==> src/rtl/clk_en_ctrl_if.sv <==
// rtl/clk_en_ctrl_if.sv - ratio-change command handshake between the board top and clk_en_ctrl
interface clk_en_ctrl_if #(
  parameter int DIV_W = 8
);
  logic             div_req;
  logic [DIV_W-1:0] div_val;
  logic             div_ack;
  logic             busy;

  modport master (
    output div_req,
    output div_val,
    input  div_ack,
    input  busy
  );

  modport slave (
    input  div_req,
    input  div_val,
    output div_ack,
    output busy
  );
endinterface

==> src/rtl/clk_en_ctrl.sv <==
// rtl/clk_en_ctrl.sv - BUFGCE clock-enable divider with runt-free ratio switching and SoC reset sequencing
// Define CLK_EN_CTRL_RESEQ_EN to re-run the SoC reset hold after every ratio change.
module clk_en_ctrl #(
  parameter int DIV_W       = 8,
  parameter int DEFAULT_DIV = 2,
  parameter int RST_HOLD    = 16
) (
  input  logic             clk,
  input  logic             resetn,
  clk_en_ctrl_if.slave     cmd,
  output logic             ce,
  output logic             soc_reset,
  output logic             locked,
  output logic [DIV_W-1:0] cur_div
);

  localparam logic [1:0] ST_HOLD   = 2'd0;
  localparam logic [1:0] ST_RUN    = 2'd1;
  localparam logic [1:0] ST_SWITCH = 2'd2;
  localparam logic [1:0] ST_REHOLD = 2'd3;

  localparam int               HC_W    = (RST_HOLD > 1) ? $clog2(RST_HOLD) : 1;
  localparam logic [HC_W-1:0]  HC_LAST = HC_W'(RST_HOLD - 1);
  localparam logic [HC_W-1:0]  HC_ONE  = HC_W'(1);
  localparam logic [DIV_W-1:0] DIV_RST = DIV_W'(DEFAULT_DIV);
  localparam logic [DIV_W-1:0] DIV_ONE = DIV_W'(1);

  logic [1:0]       state_q, state_d;
  logic [DIV_W-1:0] cnt_q, cnt_d;
  logic             ce_q, ce_d;
  logic [DIV_W-1:0] cur_div_q, cur_div_d;
  logic [DIV_W-1:0] pend_div_q, pend_div_d;
  logic [HC_W-1:0]  hold_cnt_q, hold_cnt_d;
  logic             soc_reset_q, soc_reset_d;
  logic             locked_q, locked_d;
  logic             busy_q, busy_d;
  logic             div_ack_q, div_ack_d;

  logic             period_end;
  logic             hold_pulse;
  logic             hold_done;
  logic [DIV_W-1:0] req_div;

  always_comb begin
    period_end = (cnt_q == (cur_div_q - DIV_ONE));
    req_div    = (cmd.div_val == '0) ? DIV_ONE : cmd.div_val;
    // The ce registered on the switch edge (ack cycle) is the last old-ratio
    // pulse and must not count toward the new-ratio reset hold.
    hold_pulse = ce_q && !div_ack_q;
    hold_done  = hold_pulse && (hold_cnt_q == HC_LAST);

    state_d     = state_q;
    cur_div_d   = cur_div_q;
    pend_div_d  = pend_div_q;
    hold_cnt_d  = hold_cnt_q;
    soc_reset_d = soc_reset_q;
    div_ack_d   = 1'b0;

    if (period_end) begin
      cnt_d = '0;
      ce_d  = 1'b1;
    end else begin
      cnt_d = cnt_q + DIV_ONE;
      ce_d  = 1'b0;
    end

    case (state_q)
      ST_HOLD, ST_REHOLD: begin
        soc_reset_d = !hold_done;
        if (hold_pulse) begin
          if (hold_done) begin
            hold_cnt_d = '0;
            state_d    = ST_RUN;
          end else begin
            hold_cnt_d = hold_cnt_q + HC_ONE;
          end
        end
      end
      ST_RUN: begin
        soc_reset_d = 1'b0;
        if (cmd.div_req) begin
          pend_div_d = req_div;
          state_d    = ST_SWITCH;
        end
      end
      ST_SWITCH: begin
        // Swap only on the edge that registers the final old-ratio ce, so the
        // next period starts cleanly at the new ratio with no runt.
        if (period_end) begin
          cur_div_d = pend_div_q;
          div_ack_d = 1'b1;
`ifdef CLK_EN_CTRL_RESEQ_EN
          state_d   = ST_REHOLD;
`else
          state_d   = ST_RUN;
`endif
        end
      end
      default: state_d = ST_HOLD;
    endcase

    locked_d = (state_d == ST_RUN);
    busy_d   = !locked_d;
  end

  always_ff @(posedge clk or negedge resetn) begin
    if (!resetn) begin
      state_q     <= ST_HOLD;
      cnt_q       <= '0;
      ce_q        <= 1'b0;
      cur_div_q   <= DIV_RST;
      pend_div_q  <= DIV_RST;
      hold_cnt_q  <= '0;
      soc_reset_q <= 1'b1;
      locked_q    <= 1'b0;
      busy_q      <= 1'b1;
      div_ack_q   <= 1'b0;
    end else begin
      state_q     <= state_d;
      cnt_q       <= cnt_d;
      ce_q        <= ce_d;
      cur_div_q   <= cur_div_d;
      pend_div_q  <= pend_div_d;
      hold_cnt_q  <= hold_cnt_d;
      soc_reset_q <= soc_reset_d;
      locked_q    <= locked_d;
      busy_q      <= busy_d;
      div_ack_q   <= div_ack_d;
    end
  end

  assign ce          = ce_q;
  assign soc_reset   = soc_reset_q;
  assign locked      = locked_q;
  assign cur_div     = cur_div_q;
  assign cmd.div_ack = div_ack_q;
  assign cmd.busy    = busy_q;

endmodule

==> src/flat_wrapper.sv <==
// flat-port wrapper written by rule: the top's interface ports become plain ports
module clk_en_ctrl_flat 
#(
  parameter int DIV_W       = 8,
  parameter int DEFAULT_DIV = 2,
  parameter int RST_HOLD    = 16
)
  (clk, resetn, ce, soc_reset, locked, cur_div, cmd_div_req, cmd_div_val, cmd_div_ack, cmd_busy);
  clk_en_ctrl_if #(.DIV_W(DIV_W)) cmd_i ();
  input  logic clk;
  input  logic resetn;
  output logic ce;
  output logic soc_reset;
  output logic locked;
  output logic [DIV_W-1:0] cur_div;
  input wire logic [$bits(cmd_i.div_req)-1:0] cmd_div_req;
  input wire logic [$bits(cmd_i.div_val)-1:0] cmd_div_val;
  output wire logic [$bits(cmd_i.div_ack)-1:0] cmd_div_ack;
  output wire logic [$bits(cmd_i.busy)-1:0] cmd_busy;
  assign cmd_i.div_req = cmd_div_req;
  assign cmd_i.div_val = cmd_div_val;
  assign cmd_div_ack = cmd_i.div_ack;
  assign cmd_busy = cmd_i.busy;
  clk_en_ctrl #(.DIV_W(DIV_W), .DEFAULT_DIV(DEFAULT_DIV), .RST_HOLD(RST_HOLD)) u_core (.clk(clk), .resetn(resetn), .cmd(cmd_i), .ce(ce), .soc_reset(soc_reset), .locked(locked), .cur_div(cur_div));
endmodule
==> config.mk <==
export PLATFORM = sky130hd
export DESIGN_NAME = clk_en_ctrl_flat
export DESIGN_NICKNAME = d
export VERILOG_FILES = /design/src/rtl/clk_en_ctrl_if.sv /design/src/rtl/clk_en_ctrl.sv /design/src/flat_wrapper.sv
export SDC_FILE = /design/constraint.sdc
export NUM_CORES = 1
export LEC_CHECK = 0
export CAP_MARGIN = 20
export CORE_MARGIN = 3
export CORE_UTILIZATION = 54
export DETAILED_ROUTE_END_ITERATION = 10
export GPL_TIMING_DRIVEN = 1
export PLACE_DENSITY = 0.89
export SETUP_SLACK_MARGIN = 0.3
export SYNTH_ARGS = -nofsm -noshare
export SYNTH_HDL_FRONTEND = slang
export SYNTH_SLANG_ARGS = --single-unit
==> constraint.sdc <==
create_clock -name clk -period 2.7 [get_ports clk]
set_input_delay 0.54 -clock clk [delete_from_list [all_inputs] [get_ports clk]]
set_output_delay 0.54 -clock clk [all_outputs]
set_load 0.02 [all_outputs]
# Word-level counts from Yosys, hierarchy flattened
# Index checks and enable logic that the tools add are counted.
[totals] regBits=35 input_bits=11 word_cells=42
[classes] addsub=3 n_eq_ne=6 muxes=11 reduce_logical=12
[op_table] operator="8-bit 2-to-1 mux" count=2
[op_table] operator="8-bit by 1-bit adder with 8-bit output (second input constant)" count=1
[op_table] operator="8-bit equality test" count=1
[op_table] operator="8-bit zero test" count=1
[op_table] operator="2-bit 2-to-1 mux" count=4
[op_table] operator="8-bit by 1-bit subtractor with 8-bit output (second input constant)" count=1
[op_table] operator="2-bit case mux with 3 select lines" count=1
[op_table] operator="2-bit AND reduction" count=3
[op_table] operator="4-bit by 1-bit adder with 4-bit output (second input constant)" count=1
[op_table] operator="2-bit by 1-bit equality test with 1-bit output (second input constant)" count=2
[op_table] operator="2-bit equality test (second input constant)" count=2
[op_table] operator="4-bit equality test (second input constant)" count=1
[op_table] operator="4-bit 2-to-1 mux" count=1
[op_table] operator="1-bit zero test" count=3
[op_table] operator="1-bit logical AND" count=2
[op_table] operator="2-bit zero test" count=1
[op_table] operator="1-bit 2-to-1 mux" count=2
[op_table] operator="1-bit case mux with 2 select lines" count=1
[op_table] operator="2-bit nonzero test" count=1
[op_table] operator="2-bit OR reduction" count=1

# Longest topological paths before layout
# Gate-level depths: netlist (run 1).
[logic_depth] word_depth=8 ltp_mapped=9 ltp_nobuf=8

# Least setup slack after synthesis (run 1)
# OpenSTA, ideal clock, no wires.
[synth_timing] path_kind="register to register" startpoint="register u_core.cur_div_q[0] (netlist: u_core.cur_div[0])" endpoint="register u_core.cur_div_q[0] (netlist: u_core.cur_div[0])" arrival_time_ns=2.306 t_required_ns=2.575 slack_ns=0.269 path_stages_with_launch=9 n_path_buf=0 synth_period_minus_slack_ns=2.431 cell_sequence="dfrtp_1 > inv_1 > ha_1 > or3b_1 > nor4_2 > o2111ai_1 > a311oi_4 > nand2_4 > mux2_4"
[synth_via] elab_chain_len=3
[synth_lines] element="start: declaration" line="clk_en_ctrl.sv:31" rtl="logic [DIV_W-1:0] cur_div_q, cur_div_d;"
[synth_lines] element="start signal: assignment" line="clk_en_ctrl.sv:122" rtl="cur_div_q <= cur_div_d;"
[synth_lines] element="8-bit by 1-bit subtractor with 8-bit output" line="clk_en_ctrl.sv:45" rtl="period_end = (cnt_q == (cur_div_q - DIV_ONE));"
[synth_lines] element="8-bit equality test" line="clk_en_ctrl.sv:45"
[synth_lines] element="2-bit AND reduction (no source line)"
# Every way passes these cells.
# A chain may end at the register's enable or synchronous reset.

# Worst setup path in the final report (run 1)
[layout_timing] startpoint="register u_core.cur_div_q[0] (netlist: u_core.cur_div[0])" endpoint="register u_core.locked_q (netlist: u_core.locked)"
[layout_via] elab_chain_len=5
[layout_lines] element="8-bit by 1-bit subtractor with 8-bit output" line="clk_en_ctrl.sv:45"
[layout_lines] element="8-bit equality test" line="clk_en_ctrl.sv:45"
[layout_lines] element="2-bit 2-to-1 mux" line="clk_en_ctrl.sv:89" rtl="if (period_end) begin"
[layout_lines] element="2-bit case mux with 3 select lines" line="clk_en_ctrl.sv:67" rtl="case (state_q)"
[layout_lines] element="2-bit by 1-bit equality test with 1-bit output" line="clk_en_ctrl.sv:102" rtl="locked_d = (state_d == ST_RUN);"
[layout_lines] element="named net u_core.locked_d" line="clk_en_ctrl.sv:35" rtl="logic locked_q, locked_d;"
[layout_lines] element="end signal: assignment" line="clk_en_ctrl.sv:126" rtl="locked_q <= locked_d;"
[layout_lines] element="end: declaration" line="clk_en_ctrl.sv:35"
# The timed path passes the listed nets, and every way through them passes these cells.

==> key figures, run 1 <==
Hold path
  • Hold Crit Class: flop to flop

Synthesis
  • Area leader, netlist: dfrtp_1
  • Area contributors post-synth: dfrtp_1 (43%), mux2_4 (6.6%), dfstp_2 (5.8%)
  • Avg Synthesized Cell Area: 11.3 um^2
  • Post-synth cell types: 41
  • Synth Net Count: 178
  • Synth Cell Area: 1820 um^2
  • Synthesis Warnings: 0
  • #FFs+latches synth: 35
  • Post-synth top area share: 42.7%
  • Sequential share of the synthesized area: 48.5%
  • Syn Inst Count: 161

Clock tree
  • TritonCTS clock tree: done
  • Clock Latency Late Sink: 0.35 ns
  • H-tree levels: 2
  • Clock tree buffer depth: 2
  • Cts bufs inserted: 5
  • Clock sinks: 35
  • Reg clk slew, reported paths: 0.11 ns
  • Clk Tree Root Cell: clkbuf_4

Floorplanning
  • Rows: 20
  • Starting Density: 58.1%
  • Die area: 4100 um^2
  • Die width: 64 um
  • Core area: 3130 um^2
  • I/O pin count: 24
  • Die Y: 64 um

Setup path
  • Worst Path Arrival: 2.75 ns
  • CP peak stage delay: 0.43 ns
  • Max FO, Critical Path: 5
  • Slowest cell on the critical path: dfrtp_2
  • CP Launch Type: flop
  • Worst endpoint required time: 2.99 ns
  • Buf+Inv Stages, Crit Path: 3
  • Crit path capture type: flop
  • Cell family with most CP delay: compound AO/OA/AOI/OAI gates
  • Critical path class: flop to flop
  • Critical path's most frequent cell: buf_4
  • Crit path cell chain: buf_4 -> nor4_4 -> nand4_1 -> a211o_1 -> a311oi_4 -> buf_4 -> buf_6 -> o21bai_4 -> and3_1

Timing
  • Unrepaired setup endpoints after global routing: true
  • Slew margin rel.: 70.3%
  • FMAX: 406 MHz
  • Final Cycle Share: 91.2%
  • Max Slew Vio Count: 0
  • Post-route setup slack: 0.237 ns
  • Worst slew pin tran: 0.444 ns
  • Min Tclk post-route: 2.46 ns
  • Final setup fails: 0
  • Clock Skew: 0.00905 ns
  • Hold slack: 0.512 ns
  • Final Hold Fails: 0
  • Setup total negative slack: 0 ns

Route
  • Vias: 1,450
  • Wirelength, routed: 4450 um
  • First DRT Iteration DRCs: 64
  • Vias per cell: 5.85
  • # DRC: 0
  • Antenna Nets Post-Route: 0
  • WL per Instance: 17.9 um
  • 1st-pass router iterations: 4

Finish
  • Post-Layout Cell Count: 248
  • Antenna diodes: 0
  • Filler Cells Inserted: 198
  • Layout area overhead: 28.1%
  • Nets: 220
  • Layout cells sized above 1: 26.5%
  • Commonest non-fill, non-tap cell in the layout: dfrtp_1
  • Most frequent cells in the layout: dfrtp_1 (30), clkdlybuf4s50_1 (23), nand2_1 (13)

Place
  • Placed Instances: 228
  • Post-place setup slack: 0.205 ns
  • Routability Congestion: 0.898
  • I/O Buffers: 23
  • HPWL after DPL: 2770 um

Global route
  • Antenna violations before repair: 0
  • GRT Resource Usage Total: 22.2%
  • First-pass GRT wire length: 6830 um
  • Vias in the first global route: 1,442
  • Largest net degree at the start of global routing: 36
  • Total congestion overflow: 0

Status
  • Status: finished clean

Pwr
  • P_leak: 0.00111 uW
  • VDD IR max: 0.412 mV
  • Final Power: 880 uW
  • P per Cell Area: 378 nW/um^2

Flow run
  • Max Cap Violations: 0
-- registers in the layout, indices dropped and copies added, names as in the netlist --
signal and cells:
u_core.locked 1, u_core.ce 1, u_core.hold_cnt_q 4, u_core.soc_reset 1, u_core.cmd.div_ack 1, u_core.cmd.busy 1, u_core.pend_div_q 8, u_core.cnt_q 8
u_core.cur_div 8, u_core.state_q 2
-- kinds of logic after synthesis --
group | Yosys count | synth area share (%)
buffers and inverters | 12 | 2.69
adder cells (fa/ha/maj) | 6 | 4.13
AO/OA/AOI/OAI | 25 | 10.3
AND/OR/NAND/NOR | 53 | 16.2
multiplexers | 15 | 11.0
flip-flops | 35 | 48.5
XOR/XNOR | 15 | 7.23
-- final cells by class --
class                      instances  area, um^2  share of cell area, %
clock buffer                       8        68.8                   2.96
inverter                          10        37.5                   1.61
multi-input combinational        115         955                   41.0
sequential                        35         882                   37.9
tap                               44        55.1                   2.37
timing repair buffer              36         329                   14.1
-- report_power, final --
group	total (uW)	internal (uW)	switching [uW]
Combinational	28.6	14.5	14.1
Sequential	524	524	0
Clock	328	153	174
Total	880	692	189
-- per-stage QoR --
stage | area, um^2 | utilization, %
CTS | 2250 | 71.8
detailed placement | 2110 | 67.4
floorplan | 1820 | -
global route | 2330 | 74.4
finish | 2330 | 74.4
global placement | 2110 | 67.4
-- path summary, 6_finish.rpt --
check / from / slack [ns] / end / cells after the start
worst max-delay path: u_core.cur_div[0] / 0.24 / u_core.locked / 9
worst min-delay path: u_core.pend_div_q[6] / 0.51 / u_core.cur_div[6] / 1
worst max register to register: u_core.cur_div[0] / 0.24 / u_core.locked / 9
worst min register to register: u_core.pend_div_q[6] / 0.51 / u_core.cur_div[6] / 1
max in group asynchronous: resetn / 1.76 / u_core.pend_div_q[1] / 2
min in group asynchronous: resetn / 0.59 / u_core.cnt_q[3] / 2
-- Yosys cell counts --
library cell / n
a31oi_1: 2
o2111ai_1: 1
o21bai_1: 1
nand3b_1: 1
nor4_1: 1
ha_1: 6
a21o_1: 3
a311oi_4: 1
inv_1: 10
o31a_1: 1
buf_4: 1
nor2_1: 10
a211o_1: 1
o211ai_1: 1
xnor2_1: 6
nor3b_1: 2
nor4_2: 1
nand2_1: 13
nor3_1: 4
a21oi_1: 3
nand2_4: 1
nor4_4: 1
xor2_1: 9
o22ai_1: 1
o21ai_0: 6
clkbuf_1: 1
a2111oi_0: 1
dfrtp_1: 31
dfstp_2: 4
or3_1: 1
or3b_1: 1
o311ai_1: 1
nor2b_1: 3
mux2_2: 7
nand4_1: 3
a32oi_1: 1
nand3_1: 6
mux2_4: 8
and3_1: 3
o31ai_1: 1
nand2b_1: 2
-- metal layers --
| layer | vias to the layer above | global-route usage (%) | wire length [um] |
|---|---|---|---|
| met5 | - | 0 | 0 |
| met4 | 0 | 11.9 | 142 |
| met3 | 19 | 3.87 | 188 |
| met2 | 61 | 38.7 | 2290 |
| met1 | 710 | 25.7 | 1820 |
| li1 | 660 | - | - |
-- what timing repair did --
item | in CTS | in global routing
resized for setup | 8 | 6
hold buffers | 0 | 0
endpoints found under the setup margin | 11 | 21
setup buffers | 4 | 6
pin swaps | 6 | 6
gates cloned | 1 | 1
(Power assumes the default switching activity.)
==> run 2: changes to the inputs <==
CORE_ASPECT_RATIO = 1.5   (was not set)
clock period = 2.8 ns   (was 2.7 ns; I/O delays follow)
==> run 2 against run 1 <==
  * Final area shrank 0.86%
  * Wire length down 4.7%
  * Total power increased by 3.8%
  * Via count is 2.3% lower
  * Count of clock-buffer cells in the layout down 3
  * Sequential share of layout area is 0.33 points higher
  * Non-clock buffer count down 2
  * Register-to-register slack hardly changed
  * Clock skew shrank 0.0048 ns
  * Critical path depth fell by 1
  * Worst hold slack worse by 0.037 ns
  * Sequential power is 4% lower
==> key figures, run 2 (synthesis gave the netlist of run 1 again) <==
Status
  • Status: finished clean

Setup path
  • Crit path capture type: flop
  • CP Launch Type: flop
  • Max FO, Critical Path: 5 (unchanged)
  • Critical path class: flop to flop
  • Worst endpoint required time: 2.99 ns (about the same)
  • Reg2Reg Setup Slack: 0.24 ns (about the same)
  • Worst Path Arrival: 2.75 ns (about the same)

Route
  • Vias per cell: 5.85 (about the same)
  • Wirelength, routed: 4240 um (-4.7%)
  • WL per Instance: 17.5 um (-2.3%)
  • First DRT Iteration DRCs: 33 (-48%)
  • Antenna Nets Post-Route: 0 (unchanged)
  • # DRC: 0 (unchanged)
  • 1st-pass router iterations: 4 (unchanged)
  • Vias: 1,416 (-2.3%)

Timing
  • Slew margin rel.: 70.1% (-0.20 points)
  • Final Hold Fails: 0 (unchanged)
  • Unrepaired setup endpoints after global routing: true
  • Final setup fails: 0 (unchanged)
  • Max Slew Vio Count: 0 (unchanged)
  • FMAX: 390 MHz (-3.9%)
  • Clock Skew: 0.00426 ns (-0.00479 ns)
  • Worst slew pin tran: 0.448 ns (+0.00359 ns)
  • Min Tclk post-route: 2.56 ns (+0.0987 ns)
  • Setup total negative slack: 0 ns (unchanged)
  • Final Cycle Share: 91.5% (+0.27 points)

Global route
  • Total congestion overflow: 0 (unchanged)
  • Vias in the first global route: 1,369 (-5.1%)
  • Largest net degree at the start of global routing: 36 (unchanged)
  • GRT Resource Usage Total: 21.0% (-1.2 points)
  • First-pass GRT wire length: 6170 um (-9.7%)
  • Antenna violations before repair: 0 (unchanged)

Floorplanning
  • I/O pin count: 24 (unchanged)
  • Die Y: 77.0 um (+20%)
  • Starting Density: 56.9% (-1.1 points)
  • Die width: 53.4 um (-17%)
  • Rows: 25 (+25%)
  • Die area: 4110 um^2 (+0.36%)
  • Core area: 3190 um^2 (+2.0%)

Finish
  • Most frequent cells in the layout: dfrtp_1 (30), clkdlybuf4s50_1 (23), nand2_1 (13)
  • Layout cells sized above 1: 24.8% (-1.7 points)
  • Util after Layout: 72.3% (-2.1 points)
  • Nets: 218 (-0.91%)
  • Layout area overhead: 27.0%
  • Antenna diodes: 0 (unchanged)
  • Commonest non-fill, non-tap cell in the layout: dfrtp_1

Clock tree
  • Clock Latency Late Sink: 0.30 ns (-0.05 ns)
  • TritonCTS clock tree: done
  • H-tree levels: 2 (unchanged)
  • Clock sinks: 35 (unchanged)
  • Reg clk slew, reported paths: 0.07 ns (-0.04 ns)
  • Cts bufs inserted: 5 (unchanged)
  • Clock tree buffer depth: 2 (unchanged)
  • Clk Tree Root Cell: clkbuf_8

Pwr
  • VDD IR max: 0.484 mV (+17%)
  • P per Cell Area: 396 nW/um^2 (+4.7%)
  • P_leak: 0.00110 uW (-0.38%)

Place
  • Routability Congestion: 0.861 (-4.1%)
  • I/O Buffers: 23 (unchanged)
  • HPWL after DPL: 2760 um (-0.49%)

Flow run
  • Max Cap Violations: 0 (unchanged)

Hold path
  • Hold Crit Class: flop to flop
[run 2: worst paths after layout]
path / cells past startpoint / endpoint / from
worst max-delay path: 8 / u_core.cur_div[6] / u_core.cur_div[0]
worst min-delay path: 2 / u_core.soc_reset / u_core.soc_reset
worst max register to register: 8 / u_core.cur_div[6] / u_core.cur_div[0]
worst min register to register: 2 / u_core.soc_reset / u_core.soc_reset
max in group asynchronous: 2 / u_core.soc_reset / resetn
min in group asynchronous: 2 / u_core.cnt_q[3] / resetn
[run 2: what timing repair did]
| item | 4_1_cts | 5_1_grt |
|---|---|---|
| resized for setup | 1 | 9 |
| hold buffers | 0 | 0 |
| endpoints found under the setup margin | 9 | 12 |
| pin swaps | 1 | 7 |
| cloned | 0 | 1 |
| buffers inserted | 0 | 9 |
[run 2: layout make-up]
class	count	area (um^2)
Clock inverter	3	25.0
Inverter	10	37.5
Sequential cell	35	882
Timing Repair Buffer	34	317
Multi-Input combinational cell	115	927
Fill cell	223	883
Tap cell	40	50.0
Clock buffer	5	68.8
[run 2: worst max-delay path: stages (launching register included)]
cell	delay, ns
dfrtp_2	0.43
inv_2	0.07
ha_4	0.13
or3b_4	0.40
nor4_4	0.25
o2111ai_2	0.19
a311oi_4	0.47
nand2_4	0.16
mux2_4	0.33
[run 2: per-stage QoR]
stage / hold WS, ns / total power [uW] / cell area, um^2 / worst slack (ns) / cells
6_report: 0.475 / 914 / 2310 / 0.239 / 242
5_1_grt: 0.500 / 951 / 2310 / 0.179 / 242
4_1_cts: 0.479 / 919 / 2200 / 0.304 / 232
3_5_place_dp: 0.469 / 543 / 2100 / 0.280 / 224
3_3_place_gp: 0.462 / 542 / 2100 / 0.416 / 224
2_1_floorplan: 0.264 / 516 / 1820 / 0.369 / 161
[run 2: report_power, final]
part	switching, uW	internal, uW	leakage (uW)
clock	204	177	0.0000443
combinational	13.4	14.0	0.000612
sequential	0	505	0.000448
total	217	697	0.00110
[run 2: layer usage]
| metal | vias up | wire [um] | GRT usage, % |
|---|---|---|---|
| met4 | 0 | 111 | 10.7 |
| met5 | - | 0 | 0 |
| met2 | 46 | 2300 | 33.9 |
| met3 | 12 | 237 | 9.32 |
| met1 | 710 | 1590 | 22.1 |
| li1 | 648 | - | - |
